--- src/rtl/multicycle_ctrl_if.sv ---
// Control bus between the multicycle controller and its datapath/memory.
// The controller drives the strobes and decode fields and takes the
// instruction fields plus status flags back from the datapath.
interface multicycle_ctrl_if #(
  parameter int ALUOP_W = 4
);
  // Instruction register fields and status from the datapath/memory
  logic [5:0]         Op;
  logic [5:0]         Funct;
  logic               Zero;
  logic               MemReady;

  // One-cycle write/request strobes
  logic               PCWrite;
  logic               IRWrite;
  logic               RegWrite;
  logic               MemRead;
  logic               MemWrite;

  // Decode fields
  logic               EXTOp;
  logic               ALUSrc;
  logic               ARegSel;
  logic [ALUOP_W-1:0] ALUOp;
  logic [1:0]         NPCOp;
  logic [1:0]         GPRSel;
  logic [1:0]         WDSel;

  // Multiply/divide handshake and debug
  logic               MduStart;
  logic               Busy;
  logic [2:0]         State;

  // Controller side
  modport master (
    input  Op, Funct, Zero, MemReady,
    output PCWrite, IRWrite, RegWrite, MemRead, MemWrite,
    output EXTOp, ALUSrc, ARegSel, ALUOp, NPCOp, GPRSel, WDSel,
    output MduStart, Busy, State
  );

  // Datapath/memory side
  modport slave (
    output Op, Funct, Zero, MemReady,
    input  PCWrite, IRWrite, RegWrite, MemRead, MemWrite,
    input  EXTOp, ALUSrc, ARegSel, ALUOp, NPCOp, GPRSel, WDSel,
    input  MduStart, Busy, State
  );
endinterface

--- src/rtl/multicycle_ctrl.sv ---
// Multicycle MIPS-subset controller. Sequences FETCH/DECODE/EXEC/MEM/WB and
// a counted multiply/divide stall. Decode fields are combinational from the
// latched Op/Funct; strobes are derived from the registered state plus the
// same-cycle MemReady/Zero so a memory access completes in the cycle it is
// acknowledged.
module multicycle_ctrl #(
  parameter int ALUOP_W    = 4,   // >= 4, codes are zero-extended
  parameter int MDU_CYCLES = 32,  // 1..255
  parameter int EN_MDU     = 1    // 0 makes mult/div illegal
) (
  input  logic              clk,
  input  logic              rst,
  multicycle_ctrl_if.master bus
);

  typedef enum logic [2:0] {
    S_FETCH    = 3'd0,
    S_DECODE   = 3'd1,
    S_EXEC     = 3'd2,
    S_MEM      = 3'd3,
    S_WB       = 3'd4,
    S_MDU_WAIT = 3'd5
  } state_t;

  typedef enum logic [3:0] {
    ALU_NOP  = 4'h0,
    ALU_ADD  = 4'h1,
    ALU_SUB  = 4'h2,
    ALU_AND  = 4'h3,
    ALU_OR   = 4'h4,
    ALU_SLT  = 4'h5,
    ALU_SLTU = 4'h6,
    ALU_NOR  = 4'h7,
    ALU_SLL  = 4'h8,
    ALU_SRL  = 4'h9,
    ALU_SLLV = 4'hA,
    ALU_SRLV = 4'hB,
    ALU_LUI  = 4'hC
  } alu_op_e;

  // Opcodes
  localparam logic [5:0] OP_RTYPE = 6'b000000;
  localparam logic [5:0] OP_J     = 6'b000010;
  localparam logic [5:0] OP_JAL   = 6'b000011;
  localparam logic [5:0] OP_BEQ   = 6'b000100;
  localparam logic [5:0] OP_BNE   = 6'b000101;
  localparam logic [5:0] OP_ADDI  = 6'b001000;
  localparam logic [5:0] OP_SLTI  = 6'b001010;
  localparam logic [5:0] OP_ANDI  = 6'b001100;
  localparam logic [5:0] OP_ORI   = 6'b001101;
  localparam logic [5:0] OP_LUI   = 6'b001111;
  localparam logic [5:0] OP_LW    = 6'b100011;
  localparam logic [5:0] OP_SW    = 6'b101011;

  // R-type funct codes
  localparam logic [5:0] F_SLL    = 6'b000000;
  localparam logic [5:0] F_SRL    = 6'b000010;
  localparam logic [5:0] F_SLLV   = 6'b000100;
  localparam logic [5:0] F_SRLV   = 6'b000110;
  localparam logic [5:0] F_JR     = 6'b001000;
  localparam logic [5:0] F_JALR   = 6'b001001;
  localparam logic [5:0] F_MULT   = 6'b011000;
  localparam logic [5:0] F_DIV    = 6'b011010;
  localparam logic [5:0] F_ADD    = 6'b100000;
  localparam logic [5:0] F_ADDU   = 6'b100001;
  localparam logic [5:0] F_SUB    = 6'b100010;
  localparam logic [5:0] F_SUBU   = 6'b100011;
  localparam logic [5:0] F_AND    = 6'b100100;
  localparam logic [5:0] F_OR     = 6'b100101;
  localparam logic [5:0] F_NOR    = 6'b100111;
  localparam logic [5:0] F_SLT    = 6'b101010;
  localparam logic [5:0] F_SLTU   = 6'b101011;

  // Register-file destination select
  localparam logic [1:0] GPR_RD   = 2'b00;
  localparam logic [1:0] GPR_RT   = 2'b01;
  localparam logic [1:0] GPR_RA   = 2'b10;

  // Register write-data select
  localparam logic [1:0] WD_ALU   = 2'b00;
  localparam logic [1:0] WD_MEM   = 2'b01;
  localparam logic [1:0] WD_PC    = 2'b10;

  // Next-PC select
  localparam logic [1:0] NPC_PC4  = 2'b00;
  localparam logic [1:0] NPC_BR   = 2'b01;
  localparam logic [1:0] NPC_J    = 2'b10;
  localparam logic [1:0] NPC_REG  = 2'b11;

  // Value loaded into the stall counter; MDU_WAIT exits when it reaches 0
  localparam logic [7:0] MDU_LOAD = 8'(MDU_CYCLES - 1);

  state_t      r_state;
  logic [7:0]  r_mdu_cnt;

  // Instruction classes
  logic        w_r_alu, w_i_alu, w_lw, w_sw, w_beq, w_bne;
  logic        w_j, w_jal, w_jr, w_jalr, w_mdu, w_legal;

  // Decode fields
  alu_op_e     w_alu_op;
  logic        w_ext_op, w_alu_src, w_areg_sel;
  logic [1:0]  w_gpr_sel, w_wd_sel;

  // Strobes
  logic        w_pc_write, w_ir_write, w_reg_write, w_mem_read, w_mem_write;
  logic        w_mdu_start, w_busy;
  logic [1:0]  w_npc_op;

  // Instruction decode: classify Op/Funct and produce datapath select fields
  always_comb begin
    // NOTE: every output of a combinational block gets a default first so no
    // path leaves it unassigned; an unassigned path would infer a latch.
    w_r_alu    = 1'b0;
    w_i_alu    = 1'b0;
    w_lw       = 1'b0;
    w_sw       = 1'b0;
    w_beq      = 1'b0;
    w_bne      = 1'b0;
    w_j        = 1'b0;
    w_jal      = 1'b0;
    w_jr       = 1'b0;
    w_jalr     = 1'b0;
    w_mdu      = 1'b0;
    w_alu_op   = ALU_NOP;
    w_ext_op   = 1'b0;
    w_alu_src  = 1'b0;
    w_areg_sel = 1'b0;
    w_gpr_sel  = GPR_RD;
    w_wd_sel   = WD_ALU;

    case (bus.Op)
      OP_RTYPE: begin
        case (bus.Funct)
          F_ADD, F_ADDU: begin w_r_alu = 1'b1; w_alu_op = ALU_ADD;  end
          F_SUB, F_SUBU: begin w_r_alu = 1'b1; w_alu_op = ALU_SUB;  end
          F_AND:         begin w_r_alu = 1'b1; w_alu_op = ALU_AND;  end
          F_OR:          begin w_r_alu = 1'b1; w_alu_op = ALU_OR;   end
          F_NOR:         begin w_r_alu = 1'b1; w_alu_op = ALU_NOR;  end
          F_SLT:         begin w_r_alu = 1'b1; w_alu_op = ALU_SLT;  end
          F_SLTU:        begin w_r_alu = 1'b1; w_alu_op = ALU_SLTU; end
          F_SLLV:        begin w_r_alu = 1'b1; w_alu_op = ALU_SLLV; end
          F_SRLV:        begin w_r_alu = 1'b1; w_alu_op = ALU_SRLV; end
          // Fixed shifts take the A operand from the shamt field
          F_SLL: begin
            w_r_alu    = 1'b1;
            w_alu_op   = ALU_SLL;
            w_areg_sel = 1'b1;
          end
          F_SRL: begin
            w_r_alu    = 1'b1;
            w_alu_op   = ALU_SRL;
            w_areg_sel = 1'b1;
          end
          F_JR: w_jr = 1'b1;
          F_JALR: begin
            w_jalr    = 1'b1;
            w_gpr_sel = GPR_RA;
            w_wd_sel  = WD_PC;
          end
          F_MULT, F_DIV: w_mdu = (EN_MDU != 0);
          default: ;
        endcase
      end
      OP_ADDI: begin
        w_i_alu = 1'b1; w_alu_op = ALU_ADD; w_ext_op = 1'b1;
        w_alu_src = 1'b1; w_gpr_sel = GPR_RT;
      end
      OP_SLTI: begin
        w_i_alu = 1'b1; w_alu_op = ALU_SLT; w_ext_op = 1'b1;
        w_alu_src = 1'b1; w_gpr_sel = GPR_RT;
      end
      OP_ANDI: begin
        w_i_alu = 1'b1; w_alu_op = ALU_AND;
        w_alu_src = 1'b1; w_gpr_sel = GPR_RT;
      end
      OP_ORI: begin
        w_i_alu = 1'b1; w_alu_op = ALU_OR;
        w_alu_src = 1'b1; w_gpr_sel = GPR_RT;
      end
      OP_LUI: begin
        w_i_alu = 1'b1; w_alu_op = ALU_LUI;
        w_alu_src = 1'b1; w_gpr_sel = GPR_RT;
      end
      OP_LW: begin
        w_lw = 1'b1; w_alu_op = ALU_ADD; w_ext_op = 1'b1;
        w_alu_src = 1'b1; w_gpr_sel = GPR_RT; w_wd_sel = WD_MEM;
      end
      OP_SW: begin
        w_sw = 1'b1; w_alu_op = ALU_ADD; w_ext_op = 1'b1;
        w_alu_src = 1'b1; w_gpr_sel = GPR_RT;
      end
      OP_BEQ: begin w_beq = 1'b1; w_alu_op = ALU_SUB; w_ext_op = 1'b1; end
      OP_BNE: begin w_bne = 1'b1; w_alu_op = ALU_SUB; w_ext_op = 1'b1; end
      OP_J:   w_j = 1'b1;
      OP_JAL: begin
        w_jal     = 1'b1;
        w_gpr_sel = GPR_RA;
        w_wd_sel  = WD_PC;
      end
      default: ;
    endcase
  end

  // Anything not recognised above retires as a NOP out of DECODE
  assign w_legal = w_r_alu | w_i_alu | w_lw | w_sw | w_beq | w_bne |
                   w_j | w_jal | w_jr | w_jalr | w_mdu;

  // State register and multiply/divide stall counter
  always_ff @(posedge clk) begin
    // NOTE: state is updated with non-blocking assignments so every register
    // samples the pre-edge values, independent of statement order.
    if (rst) begin
      r_state   <= S_FETCH;
      r_mdu_cnt <= '0;
    end else begin
      case (r_state)
        S_FETCH: begin
          if (bus.MemReady) r_state <= S_DECODE;
        end
        S_DECODE: begin
          if (w_j || w_jal || !w_legal) r_state <= S_FETCH;
          else                          r_state <= S_EXEC;
        end
        S_EXEC: begin
          if (w_r_alu || w_i_alu) begin
            r_state <= S_WB;
          end else if (w_lw || w_sw) begin
            r_state <= S_MEM;
          end else if (w_mdu) begin
            r_state   <= S_MDU_WAIT;
            r_mdu_cnt <= MDU_LOAD;
          end else begin
            r_state <= S_FETCH;
          end
        end
        S_MEM: begin
          if (bus.MemReady) r_state <= w_lw ? S_WB : S_FETCH;
        end
        S_WB: r_state <= S_FETCH;
        S_MDU_WAIT: begin
          if (r_mdu_cnt == 8'd0) r_state   <= S_FETCH;
          else                   r_mdu_cnt <= r_mdu_cnt - 8'd1;
        end
        // Unused codes 6 and 7 recover to FETCH
        default: r_state <= S_FETCH;
      endcase
    end
  end

  // Strobes from current state plus same-cycle MemReady/Zero; all held low
  // while rst is high so nothing fires during reset
  always_comb begin
    w_pc_write  = 1'b0;
    w_ir_write  = 1'b0;
    w_reg_write = 1'b0;
    w_mem_read  = 1'b0;
    w_mem_write = 1'b0;
    w_mdu_start = 1'b0;
    w_busy      = 1'b0;
    w_npc_op    = NPC_PC4;
    if (!rst) begin
      case (r_state)
        S_FETCH: begin
          w_mem_read = 1'b1;
          if (bus.MemReady) begin
            w_ir_write = 1'b1;
            w_pc_write = 1'b1;
          end
        end
        S_DECODE: begin
          if (w_j || w_jal) begin
            w_pc_write  = 1'b1;
            w_npc_op    = NPC_J;
            w_reg_write = w_jal;
          end
        end
        S_EXEC: begin
          if (w_beq || w_bne) begin
            w_pc_write = (w_beq & bus.Zero) | (w_bne & ~bus.Zero);
            w_npc_op   = NPC_BR;
          end
          if (w_jr || w_jalr) begin
            w_pc_write  = 1'b1;
            w_npc_op    = NPC_REG;
            w_reg_write = w_jalr;
          end
          if (w_mdu) w_mdu_start = 1'b1;
        end
        S_MEM: begin
          w_mem_read  = w_lw;
          w_mem_write = w_sw;
        end
        S_WB:       w_reg_write = 1'b1;
        S_MDU_WAIT: w_busy      = 1'b1;
        default: ;
      endcase
    end
  end

  assign bus.PCWrite  = w_pc_write;
  assign bus.IRWrite  = w_ir_write;
  assign bus.RegWrite = w_reg_write;
  assign bus.MemRead  = w_mem_read;
  assign bus.MemWrite = w_mem_write;
  assign bus.MduStart = w_mdu_start;
  assign bus.Busy     = w_busy;
  assign bus.NPCOp    = w_npc_op;
  assign bus.EXTOp    = w_ext_op;
  assign bus.ALUSrc   = w_alu_src;
  assign bus.ARegSel  = w_areg_sel;
  assign bus.ALUOp    = ALUOP_W'(w_alu_op);
  assign bus.GPRSel   = w_gpr_sel;
  assign bus.WDSel    = w_wd_sel;
  assign bus.State    = rst ? 3'd0 : r_state;

endmodule

--- src/flat_wrapper.sv ---
// flat-port wrapper written by rule: the top's interface ports become plain ports
module multicycle_ctrl_flat 
#(
  parameter int ALUOP_W    = 4,                                   
  parameter int MDU_CYCLES = 32,           
  parameter int EN_MDU     = 1                               
)
  (clk, rst, bus_Op, bus_Funct, bus_Zero, bus_MemReady, bus_PCWrite, bus_IRWrite, bus_RegWrite, bus_MemRead, bus_MemWrite, bus_EXTOp, bus_ALUSrc, bus_ARegSel, bus_ALUOp, bus_NPCOp, bus_GPRSel, bus_WDSel, bus_MduStart, bus_Busy, bus_State);
  multicycle_ctrl_if #(.ALUOP_W(ALUOP_W)) bus_i ();
  input  logic clk;
  input  logic rst;
  input wire logic [$bits(bus_i.Op)-1:0] bus_Op;
  input wire logic [$bits(bus_i.Funct)-1:0] bus_Funct;
  input wire logic [$bits(bus_i.Zero)-1:0] bus_Zero;
  input wire logic [$bits(bus_i.MemReady)-1:0] bus_MemReady;
  output wire logic [$bits(bus_i.PCWrite)-1:0] bus_PCWrite;
  output wire logic [$bits(bus_i.IRWrite)-1:0] bus_IRWrite;
  output wire logic [$bits(bus_i.RegWrite)-1:0] bus_RegWrite;
  output wire logic [$bits(bus_i.MemRead)-1:0] bus_MemRead;
  output wire logic [$bits(bus_i.MemWrite)-1:0] bus_MemWrite;
  output wire logic [$bits(bus_i.EXTOp)-1:0] bus_EXTOp;
  output wire logic [$bits(bus_i.ALUSrc)-1:0] bus_ALUSrc;
  output wire logic [$bits(bus_i.ARegSel)-1:0] bus_ARegSel;
  output wire logic [$bits(bus_i.ALUOp)-1:0] bus_ALUOp;
  output wire logic [$bits(bus_i.NPCOp)-1:0] bus_NPCOp;
  output wire logic [$bits(bus_i.GPRSel)-1:0] bus_GPRSel;
  output wire logic [$bits(bus_i.WDSel)-1:0] bus_WDSel;
  output wire logic [$bits(bus_i.MduStart)-1:0] bus_MduStart;
  output wire logic [$bits(bus_i.Busy)-1:0] bus_Busy;
  output wire logic [$bits(bus_i.State)-1:0] bus_State;
  assign bus_i.Op = bus_Op;
  assign bus_i.Funct = bus_Funct;
  assign bus_i.Zero = bus_Zero;
  assign bus_i.MemReady = bus_MemReady;
  assign bus_PCWrite = bus_i.PCWrite;
  assign bus_IRWrite = bus_i.IRWrite;
  assign bus_RegWrite = bus_i.RegWrite;
  assign bus_MemRead = bus_i.MemRead;
  assign bus_MemWrite = bus_i.MemWrite;
  assign bus_EXTOp = bus_i.EXTOp;
  assign bus_ALUSrc = bus_i.ALUSrc;
  assign bus_ARegSel = bus_i.ARegSel;
  assign bus_ALUOp = bus_i.ALUOp;
  assign bus_NPCOp = bus_i.NPCOp;
  assign bus_GPRSel = bus_i.GPRSel;
  assign bus_WDSel = bus_i.WDSel;
  assign bus_MduStart = bus_i.MduStart;
  assign bus_Busy = bus_i.Busy;
  assign bus_State = bus_i.State;
  multicycle_ctrl #(.ALUOP_W(ALUOP_W), .MDU_CYCLES(MDU_CYCLES), .EN_MDU(EN_MDU)) u_core (.clk(clk), .rst(rst), .bus(bus_i));
endmodule
--- config.mk ---
export PLATFORM = sky130hd
export DESIGN_NAME = multicycle_ctrl_flat
export DESIGN_NICKNAME = d
export VERILOG_FILES = /design/src/rtl/multicycle_ctrl_if.sv /design/src/rtl/multicycle_ctrl.sv /design/src/flat_wrapper.sv
export SDC_FILE = /design/constraint.sdc
export NUM_CORES = 1
export LEC_CHECK = 0
export ABC_AREA = 1
export BUFFER_PORTS_ARGS = -buffer_cell sky130_fd_sc_hd__buf_2
export CAP_MARGIN = 10
export CORE_ASPECT_RATIO = 1.1
export CORE_UTILIZATION = 50
export DETAILED_ROUTE_END_ITERATION = 10
export PLACE_DENSITY_LB_ADDON = 0.15
export SETUP_SLACK_MARGIN = 0.5
export SLEW_MARGIN = 5
export SYNTH_ARGS = -nofsm -noshare
export SYNTH_HDL_FRONTEND = slang
export SYNTH_SLANG_ARGS = --single-unit
--- constraint.sdc ---
create_clock -name clk -period 4.1 [get_ports clk]
set_input_delay 1.23 -clock clk [delete_from_list [all_inputs] [get_ports clk]]
set_output_delay 1.23 -clock clk [all_outputs]
set_load 0.05 [all_outputs]
# After elaboration in Yosys (flattened, before gate mapping)
# Index checks and enable logic that the tools add are counted.
[word_totals]
reg_bits = 11
word_cells = 145
out_inout_bits = 23
[classes]
n_reduce_logical = 24
n_eq_ne = 39
n_mux = 65
n_addsub = 1
bitwise_logic = 14
[ops]
columns = ["operator", "n"]
rows = [
  ["$eq A6 B6 Y1 const B", 11],
  ["$pmux W4 S11", 1],
  ["$eq A6 B4 Y1 const B", 7],
  ["$mux W1", 38],
  ["$mux W8", 4],
  ["$pmux W4 S7", 1],
  ["$eq A6 B3 Y1 const B", 4],
  ["$mux W3", 8],
  ["$eq A6 B2 Y1 const B", 3],
  ["$pmux W8 S2", 1],
  ["$pmux W3 S5", 1],
  ["$reduce_or A13 Y1", 1],
  ["$eq A6 B5 Y1 const B", 2],
  ["$logic_not A6 Y1", 2],
  ["$pmux W2 S3", 2],
  ["$or A1 B1 Y1", 11],
  ["$mux W2", 5],
  ["$ne A2 B2 Y1 const B", 5],
  ["$reduce_or A2 Y1", 5],
  ["$logic_not A8 Y1", 1],
  ["$sub A8 B1 Y8 const B", 1],
  ["$reduce_or A7 Y1", 1],
  ["$eq A3 B2 Y1 const B", 2],
  ["$eq A3 B3 Y1 const B", 2],
  ["16 further kinds", 24],
]

# Depth between registers and ports, before layout
[logic_depth]
word_depth = 18
mapped_depth = 12

# Worst setup path before layout
# OpenSTA, ideal clock, no wires.
[synth_path]
path_kind = "in2out"
from = "input bus_Op[0]"
to = "output bus_MemRead"
slack_ps = -358
required_ps = 2870
stages = 7
arrival_ps = 3228
n_path_buf = 1
cell_sequence = "buf_6 -> nand2_1 -> inv_1 -> nand2_1 -> nor2_1 -> nand3_1 -> a21oi_1"
[synth_between]
elab_chain_cells = 4
[synth_lines]
columns = ["item", "line_no", "text"]
rows = [
  ["start: declaration", "flat_wrapper.sv:12", "input wire logic [$bits(bus_i.Op)-1:0] bus_Op;"],
  ["$eq A6 B6 Y1", "multicycle_ctrl.sv:132", "case (bus.Op)"],
  ["$mux W1", "multicycle_ctrl.sv:132", ""],
  ["$pmux W1 S2", "multicycle_ctrl.sv:263", "case (r_state)"],
  ["$mux W1", "multicycle_ctrl.sv:262", "if (!rst) begin"],
  ["end: declaration", "flat_wrapper.sv:19", "output wire logic [$bits(bus_i.MemRead)-1:0] bus_MemRead;"],
]
# Every way passes these cells.

# Worst setup path after layout
[layout_path]
from = "input bus_Op[4]"
to = "output bus_NPCOp[1]"
[layout_between]
elab_chain_cells = 6
word_cells_on_any_way = 13
cone_classes = "2 x eq/ne; 8 x mux; 3 x reduce/logical"
[layout_lines]
columns = ["item", "line_no", "text"]
rows = [
  ["$eq A6 B2 Y1 or $logic_not A6 Y1 (tied branches)", "multicycle_ctrl.sv:132", ""],
  ["$mux W1", "multicycle_ctrl.sv:132", ""],
  ["$logic_or A1 B1 Y1 (on tied branches)", "multicycle_ctrl.sv:272, multicycle_ctrl.sv:283", ""],
  ["$mux W2 (on tied branches)", "multicycle_ctrl.sv:272, multicycle_ctrl.sv:283", ""],
  ["$pmux W2 S2 (*)", "multicycle_ctrl.sv:263", ""],
  ["$mux W2 (*)", "multicycle_ctrl.sv:262", ""],
  ["end: declaration", "flat_wrapper.sv:25", "output wire logic [$bits(bus_i.NPCOp)-1:0] bus_NPCOp;"],
]
# Mark *: on every way between the ends. The rest lies on a longest branch, timed or not.

==> impl_metrics.csv <==
group,metric,value,unit
status,status,"complete, no violations",
global_routing,antenna_found_initial,0,
setup_path,cp-end-kind,"primary output",
placement,pre_cts_ws,0.3020,ns
placement,io_buffer_count,38,
setup_path,path_cells,"buf_2, nor2_4, nand2_4, nor2_8, nand3_1, o22ai_2, buf_6",
finish,area_growth,34.66,%
finish,final_cell_mix,"nand2_1, buf_2, nor2_1",
sta,period_needed,3.567,ns
power_and_ir_drop,ir_drop,0.1697,mV
route,first_pass_iters,4,
setup_path,worstPathArrival,2.34,ns
placement,gp_congestion,0.8519,
setup_path,critPathTopFamily,"simple AND/OR/NAND/NOR gates",
sta,max_freq,280.3,MHz
cts,clkSinkCount,11,
synth,syn-cell-area,1285,um^2
floorplan,die_x,50.34,um
sta,skew,0.001667,ns
route,via_per_inst,5.375,
sta,tns,0,ns
synth,yosysTopAreaCell,"dfxtp_1",
floorplan,dieArea,2777,um^2
floorplan,rows,18,
setup_path,worstSetupPathType,"in -> out",
synth,yosysWarnings,0,
sta,worst_slack,0.5330,ns
finish,register_area,220.2,um^2
global_routing,grt_use_met2,49.33,%
route,vias,1564,
sta,slew_headroom,77.80,%
route,drc,0,
cts,clockBufferDepth,2,
synth,synthTopCellsByArea,"dfxtp_1, nand2_1, nor2_1",
global_routing,grt_use_total,25.50,%
job,maxCapViolations,0,
power_and_ir_drop,powerDensity,175.9,nW/um^2
placement,hpwl,2.668,mm
setup_path,critPathBufInv,2,
global_routing,grt-busiest-layer,"met2",
setup_path,startpoint_type,"input port",
global_routing,grt-ovfl-total,0,
setup_path,critPathMaxFanout,6,
cts,clock_latency,0.27,ns
finish,multi_input_area,1040,um^2
finish,antenna_cells,0,
cts,cts_tree,"yes",
finish,fin_util,73.88,%
synth,yosysTopAreaCellShare,17.14,%
route,finalWirelength,3.489,mm
finish,final_common_cell,"nand2_1",
floorplan,coreArea,2342,um^2
finish,fillers,213,
global_routing,met3_usage,1.913,%
finish,drive_gt1_share,32.57,%
sta,holdWs,0.4731,ns
floorplan,num_io_pins,39,
synth,ys_seq_elements,11,
sta,hold_violations,0,
route,ant_nets,0,
synth,synthCells,217,
finish,final_nets,280,
route,drt_iter0_drc,32,
synth,syn-num-nets,235,
global_routing,grt_pass1_wl,5.409,mm
power_and_ir_drop,p_leak,0.8948,nW
cts,cts_buffers,3,
sta,drv_slew,0,
synth,synth_cell_type_count,36,
cts,clock-root-buffer,"clkbuf_4",
setup_path,cp_data_required_time,2.87,ns
floorplan,die_y,55.17,um
route,wl_per_cell,11.99,um
setup_path,cp_slowest_cell,"o22ai_2",
hold_path,hp-class,"reg -> reg",
sta,tightest_slew,0.3321,ns
global_routing,grt_pass1_vias,1324,
sta,final-setup-viol-count,0,
synth,synth-seq-area-share,17.14,%
floorplan,start_util,54.86,%
cts,clkTransAtPathRegs,0.07,ns
synth,avgSynthCellArea,5.922,um^2
global_routing,grt_use_met1,29.61,%
sta,period_share,87.00,%
global_routing,grt_max_degree,17,
sta,rsz0062_at_grt,"true",
setup_path,max_stage_delay,0.21,ns
cts,htreeDepth,1,
==> cells in the mapped netlist <==
cell type	number
a21oi_1	8
a21oi_2	1
a22o_1	1
a31oi_1	1
buf_4	1
buf_6	1
clkbuf_1	2
dfxtp_1	11
ha_1	2
inv_1	29
inv_2	3
nand2_1	52
nand2_2	1
nand2_4	3
nand3_1	21
nand3b_1	1
nand4_1	7
nand4_4	1
nor2_1	33
nor2_4	4
nor2_8	1
nor3_1	5
nor3_4	1
nor4_1	1
o2111ai_1	1
o21a_1	1
o21ai_0	12
o21ai_1	1
o21ai_2	1
o21ai_4	1
o21bai_1	1
o22ai_1	1
o31ai_1	1
o32ai_1	2
xnor2_1	3
xor2_1	1
==> metal layers <==
metal  vias to the layer above  share of wire, %
met4                         0               1.9
li1                        805                 -
met3                         7               3.1
met5                         -                 0
met1                       712                44
met2                        40                51
==> final cells by class <==
class / instances / area share [%]
Inverter: 32 / 7.086
Multi-Input combinational cell: 170 / 60.09
Sequential cell: 11 / 12.73
Clock buffer: 4 / 1.518
Tap cell: 30 / 2.169
Timing Repair Buffer: 44 / 16.41
==> stage by stage <==
| stage | std cells | power (W) | cell area (um^2) |
|---|---|---|---|
| floorplan | 217 | 0.0001906 | 1349 |
| global placement | 282 | 0.0002164 | 1558 |
| detailed placement | 282 | 0.0002168 | 1558 |
| CTS | 289 | 0.0002975 | 1644 |
| global route | 291 | 0.0003216 | 1730 |
| finish | 291 | 0.0003045 | 1730 |
==> cell families (layout without fill, tap and decap cells) <==
kind of cell / count (synthesis) / count (layout) / share of synthesized area, %
flip-flops: 11 / 11 / 17.14
adder cells (fa/ha/maj): 2 / 2 / 1.947
buffers and inverters: 36 / 80 / 11.39
XOR/XNOR: 4 / 4 / 2.727
AO/OA/AOI/OAI: 33 / 33 / 16.26
AND/OR/NAND/NOR: 131 / 131 / 50.54
==> worst reg2reg max path, stage by stage (launching register included) <==
cell,delay [ns]
dfxtp_1,0.31
inv_1,0.12
ha_1,0.17
nand3_1,0.12
o21ai_4,0.22
o21ai_2,0.11
nor3_1,0.21
a22o_1,0.16
==> power breakdown <==
part           internal, W  total (W)  switching (W)
Clock            0.0000378  0.0000772      0.0000394
Sequential        0.000109   0.000111     0.00000283
Combinational    0.0000339   0.000116      0.0000819
==> state kept, by name, indices dropped and copies added, names as in the netlist <==
name	flops
u_core.r_state	3
u_core.r_mdu_cnt	8
==> path summary, 6_finish.rpt <==
check                                   startpoint                          endpoint  slack, ns  depth (start not counted)
setup / recovery                         bus_Op[4]                      bus_NPCOp[1]       0.53                          7
hold reg to reg   u_core.r_mdu_cnt[0]$_SDFFE_PP0P_  u_core.r_mdu_cnt[0]$_SDFFE_PP0P_       0.47                          2
hold / removal    u_core.r_mdu_cnt[0]$_SDFFE_PP0P_  u_core.r_mdu_cnt[0]$_SDFFE_PP0P_       0.47                          2
setup reg to reg  u_core.r_mdu_cnt[0]$_SDFFE_PP0P_    u_core.r_state[0]$_SDFFE_PP0P_       2.63                          7
==> repair_timing <==
item / in CTS / in global routing
resized for setup: 12 / 24
setup endpoints to repair: 9 / 14
pin swaps: 3 / 2
endpoints found under the hold margin: 0 / 0
hold buffers: 0 / 0
setup buffers: 3 / 2
(Power assumes the default switching activity.)
